===== src/rtl/div_seq_ctrl.sv =====
// Multi-cycle DIV/DIVU sequencer with restoring shift-subtract datapath.
// Optional DIV_ZERO_FAST_EN: a zero divisor completes in one cycle instead of WIDTH.
module div_seq_ctrl #(
   parameter int unsigned WIDTH = 32
) (
   input  logic                 clk,
   input  logic                 rst,
   input  logic                 startE,
   input  logic                 signedE,
   input  logic [WIDTH-1:0]     srcaE,
   input  logic [WIDTH-1:0]     srcbE,
   input  logic                 annulE,
   output logic                 div_stallE,
   output logic                 div_readyE,
   output logic [2*WIDTH-1:0]   result_o
);

   localparam int unsigned CW = (WIDTH > 1) ? $clog2(WIDTH) : 1;
   localparam logic [CW-1:0] LAST = CW'(WIDTH - 1);

   typedef enum logic [1:0] {
      IDLE = 2'd0,
      BUSY = 2'd1,
      DONE = 2'd2
   } state_t;

   state_t            state, state_nx;
   logic [CW-1:0]     cnt;
   logic [WIDTH-1:0]  rem, quo, dvs;
   logic              sign_q, sign_r;

   logic [WIDTH-1:0]  a_abs, b_abs;
   logic              b_zero;
   logic [WIDTH:0]    rem_wide, rem_diff;
   logic [WIDTH-1:0]  rem_step, quo_step, rem_fix, quo_fix;
   logic              load, step, finish, fast_done;

   // Operand magnitudes and one restoring step with its sign-fixed result
   always_comb begin
      a_abs    = (signedE & srcaE[WIDTH-1]) ? (~srcaE + WIDTH'(1)) : srcaE;
      b_abs    = (signedE & srcbE[WIDTH-1]) ? (~srcbE + WIDTH'(1)) : srcbE;
      b_zero   = (srcbE == '0);
      rem_wide = {rem, quo[WIDTH-1]};
      rem_diff = rem_wide - {1'b0, dvs};
      if (!rem_diff[WIDTH]) begin
         rem_step = rem_diff[WIDTH-1:0];
         quo_step = {quo[WIDTH-2:0], 1'b1};
      end else begin
         rem_step = rem_wide[WIDTH-1:0];
         quo_step = {quo[WIDTH-2:0], 1'b0};
      end
      // A zero divisor leaves |a| in rem; sign_r then restores the raw dividend
      quo_fix  = sign_q ? (~quo_step + WIDTH'(1)) : quo_step;
      rem_fix  = sign_r ? (~rem_step + WIDTH'(1)) : rem_step;
   end

   // State register
   always_ff @(posedge clk or posedge rst) begin
      if (rst) state <= IDLE;
      else     state <= state_nx;
   end

   // Next state, datapath controls and the combinational stall request
   always_comb begin
      state_nx   = state;
      load       = 1'b0;
      step       = 1'b0;
      finish     = 1'b0;
      fast_done  = 1'b0;
      div_stallE = 1'b0;
      case (state)
         IDLE: begin
            if (startE) begin
               load = 1'b1;
`ifdef DIV_ZERO_FAST_EN
               if (b_zero) begin
                  fast_done = 1'b1;
                  state_nx  = DONE;
               end else begin
                  state_nx  = BUSY;
               end
`else
               state_nx = BUSY;
`endif
            end
         end
         BUSY: begin
            step = 1'b1;
            if (cnt == LAST) begin
               finish   = 1'b1;
               state_nx = DONE;
            end
         end
         DONE:    state_nx = IDLE;
         default: state_nx = IDLE;
      endcase
      // Annul wins over everything: no load, no completion, back to idle
      if (annulE) begin
         state_nx  = IDLE;
         load      = 1'b0;
         step      = 1'b0;
         finish    = 1'b0;
         fast_done = 1'b0;
      end
      div_stallE = ~rst & ~annulE &
                   (((state == IDLE) & startE) | (state == BUSY));
   end

   // Datapath registers, ready pulse and result
   always_ff @(posedge clk or posedge rst) begin
      if (rst) begin
         cnt        <= '0;
         rem        <= '0;
         quo        <= '0;
         dvs        <= '0;
         sign_q     <= 1'b0;
         sign_r     <= 1'b0;
         div_readyE <= 1'b0;
         result_o   <= '0;
      end else begin
         div_readyE <= finish | fast_done;
         if (load) begin
            cnt    <= '0;
            rem    <= '0;
            quo    <= a_abs;
            dvs    <= b_abs;
            sign_q <= signedE & (srcaE[WIDTH-1] ^ srcbE[WIDTH-1]) & ~b_zero;
            sign_r <= signedE & srcaE[WIDTH-1];
         end
         if (step) begin
            rem <= rem_step;
            quo <= quo_step;
            cnt <= cnt + CW'(1);
         end
         if (finish)    result_o <= {rem_fix, quo_fix};
         if (fast_done) result_o <= {srcaE, {WIDTH{1'b1}}};
      end
   end

endmodule


===== config.mk =====
export PLATFORM = sky130hd
export DESIGN_NAME = div_seq_ctrl
export DESIGN_NICKNAME = d
export VERILOG_FILES = /design/src/rtl/div_seq_ctrl.sv
export SDC_FILE = /design/constraint.sdc
export NUM_CORES = 1
export LEC_CHECK = 0
export BUFFER_PORTS_ARGS = -buffer_cell sky130_fd_sc_hd__buf_2
export CORE_MARGIN = 3
export CORE_UTILIZATION = 60
export CTS_BUF_LIST = sky130_fd_sc_hd__clkbuf_8
export CTS_CLUSTER_DIAMETER = 80
export DETAILED_ROUTE_END_ITERATION = 8
export PLACE_DENSITY = 0.9
export SLEW_MARGIN = 20
export SYNTH_ARGS = -nofsm -noshare
export SYNTH_HDL_FRONTEND = slang
export SYNTH_SLANG_ARGS = --single-unit

===== constraint.sdc =====
create_clock -name clk -period 7.4 [get_ports clk]
set_clock_uncertainty 0.05 [all_clocks]
set_input_delay 0.74 -clock clk [delete_from_list [all_inputs] [get_ports clk]]
set_output_delay 0.74 -clock clk [all_outputs]
set_load 0.03 [all_outputs]

==> flow_metrics.env <==
export IMPL_status="completed"
export IMPL_worstPathCellList="inv_1, ha_1, inv_1, fa_1, a21o_2, a221o_1, a21oi_2, o211ai_1, a211o_1, inv_2, buf_4, ha_1, nand2b_1, nand2b_1, nand2b_1, o41ai_1, xor2_1, o21ai_0"
export IMPL_yosysMostFrequentCell="o21ai_0"
export IMPL_antenna_found_initial=0
export IMPL_hold_class="in2async"
export IMPL_r2r_end="result_o[28]"
export IMPL_synth_top_family_by_area="compound AO/OA/AOI/OAI gates"
export IMPL_yosysUniqueCellTypes=86
export IMPL_leakage_nw=5.99
export IMPL_clockBufferDepth=2
export IMPL_vias=11745
export IMPL_wire_per_inst_microns=18.5
export IMPL_n_antenna_cell=0
export IMPL_ys_seq_area_share_pct=35.2
export IMPL_synth_top_cell_by_area="dfrtp_1"
export IMPL_nets=1652
export IMPL_yosysWarnings=0
export IMPL_insertion_delay_ns=0.47
export IMPL_grt_first_pass_wirelength_microns=54500
export IMPL_reg2regPathDepth=18
export IMPL_cp_common_cell="nand2b_1"
export IMPL_post_route_period_util_pct=75.0
export IMPL_core_area_sq_mm=0.0196
export IMPL_r2r_start="quo[31]"
export IMPL_synth_compound_area_share_pct=25.6
export IMPL_path_class="reg2reg"
export IMPL_cts_sinks=170
export IMPL_slew_headroom_pct=31.2
export IMPL_rsz0062_at_grt="false"
export IMPL_ys_flop_type="dfrtp_1"
export IMPL_place_congestion=0.990
export IMPL_synth_adder_area_share_pct=4.10
export IMPL_peakVddDrop_uv=167
export IMPL_dpl_worst_slack_ns=2.00
export IMPL_tns_ns=0
export IMPL_syn_nets=1566
export IMPL_dp_hpwl_microns=24800
export IMPL_post_cts_buffers=0
export IMPL_die_h_microns=148
export IMPL_max_freq_mhz=180
export IMPL_synthSimpleGateAreaFrac_pct=18.6
export IMPL_critPathMaxFanout=46
export IMPL_cts_resized=0
export IMPL_synthTopCellsByCount="o21ai_0, nand2_1, dfrtp_1"
export IMPL_cp_start_kind="flip-flop"
export IMPL_drt_iter0_drc=1149
export IMPL_max_cap_violations=0
export IMPL_drt_pass1_iterations=7
export IMPL_grtUsageTotal_pct=30.6
export IMPL_reg2reg_slack_ns=1.85
export IMPL_cp_arrival_ns=5.83
export IMPL_ioPinCount=135
export IMPL_tightest_slew_ns=1.02
export IMPL_first_global_vias=10942
export IMPL_via_per_inst=6.45
export IMPL_overflow=0
export IMPL_htree_levels=4
export IMPL_power_density_mw_per_mm2=314
export IMPL_ys_seq_elements=170
export IMPL_fin_crit_ns=5.55
export IMPL_die_area_sq_mm=0.0219
export IMPL_io_buffers=134
export IMPL_chipWidth_microns=148
export IMPL_path_clk_slew_ns=0.09
export IMPL_drcViolationCount=0
export IMPL_synth_xor_area_share_pct=9.43
export IMPL_synth_async_reset_ratio_pct=100
export IMPL_hold_viol_final=0
export IMPL_cp_slowest_cell="a211o_1"
export IMPL_yosys_top_cells_area="dfrtp_1, o21ai_0, nand2_1"
export IMPL_synth_mux_area_share_pct=2.67
export IMPL_cts_buffers=17
export IMPL_area_growth_pct=9.73
export IMPL_netlist_area_sq_mm=0.0121
export IMPL_setup_viol=0
export IMPL_ant_nets=0
export IMPL_start_util_pct=61.7
export IMPL_synth_edf_count=0
export IMPL_cp_required_ns=7.67
export IMPL_syn_inst=1458
export IMPL_end_kind="flip-flop"
export IMPL_cts_root_buf="clkbuf_8"
export IMPL_drive_above_1_share_pct=13.9
export IMPL_yosys_area_top_type_share_pct=35.2
export IMPL_cts_tree="yes"
export IMPL_worst_slack_ns=1.85
export IMPL_rows=51
export IMPL_wl_microns=33700
export IMPL_hold_buffers=0
export IMPL_grt_max_degree=101
export IMPL_synth_avg_cell_area_sq_um=8.28
export IMPL_drv_slew=0
export IMPL_crit_path_max_incr_delay_ns=0.54
state kept, by name, summed over array words and instances, names as in the netlist:
register / cells
sign_r: 1
rem: 32
dvs: 32
cnt: 5
quo: 32
result_o: 64
sign_q: 1
div_readyE: 1
state: 2
critical path: cells and delay by family, from the launching register on:
| family | cells | cell delay (ns) |
|---|---|---|
| AO/OA/AOI/OAI | 7 | 2.08 |
| buffers and inverters | 4 | 1.06 |
| adder cells (fa/ha/maj) | 3 | 0.83 |
| AND/OR/NAND/NOR | 3 | 0.72 |
| flip-flops | 1 | 0.44 |
| XOR/XNOR | 1 | 0.20 |
power by group:
group          total [mW]  leakage, nW  switching, mW  internal (mW)
clock               0.690        0.208          0.368          0.321
combinational        2.25         3.51           1.39          0.856
sequential           1.22         2.27          0.173           1.05
total                4.16         5.99           1.93           2.23
worst max-delay path by stage:
stage | cells past startpoint | slack [ns] | endpoint | startpoint
after floorplan | 1 | 2.01 | cnt[0] | rst
after global placement | 18 | 2.22 | result_o[28] | quo[31]
after detailed placement | 19 | 2.00 | result_o[56] | quo[31]
after CTS | 18 | 1.95 | result_o[28] | quo[31]
after global routing | 19 | 1.56 | result_o[58] | quo[31]
final | 18 | 1.85 | result_o[28] | quo[31]
final cells by class:
cell class | count | area [sq um]
multi-input combinational | 1158 | 7320
fill | 1598 | 6340
sequential | 170 | 4250
timing repair buffer | 143 | 738
tap | 265 | 332
clock buffer | 19 | 262
inverter | 54 | 208
clock inverter | 13 | 143
layer usage:
metal	vias to the layer above	share of wire, %	wire, microns	track usage (%)
li1	5498	-	-	-
met4	0	3.9	1310	12.3
met5	-	0	0	0
met1	5579	42	14200	42.1
met2	566	46	15600	48.3
met3	102	7.5	2520	5.46
placed cells by master (no fill, tap or decap), types with 13 or more instances in the layout:
cell,count
nor2_1,69
a21oi_1,75
buf_2,134
inv_1,53
o21ai_0,208
a22oi_1,36
nand3_1,24
nand2_1,207
o31ai_1,28
or4_1,19
nor4_1,16
mux2i_1,21
nor3_1,32
ha_1,38
xor2_1,79
and3_1,13
clkbuf_8,19
dfrtp_1,170
a211oi_1,14
o41ai_1,17
and2_1,17
xnor2_1,51
metrics by stage:
step                hold slack, ns  area, sq um  power (mW)  util [%]  cells
finish                       0.421        13300        4.16      67.7   1822
global route                 0.450        13300        4.43      67.7   1822
CTS                          0.435        13300        4.10      67.7   1822
detailed placement           0.415        12800        3.41      65.6   1790
global placement             0.406        12800        3.36      65.6   1790
floorplan                    0.400        12100        2.88         -   1458
kinds of logic (layout without fill, tap and decap cells):
logic type	count (synthesis)	in the layout
AO/OA/AOI/OAI	490	490
flip-flops	170	170
multiplexers	31	31
AND/OR/NAND/NOR	468	468
adder cells (fa/ha/maj)	39	39
buffers and inverters	130	229
XOR/XNOR	130	130
(Power assumes the default switching activity.)
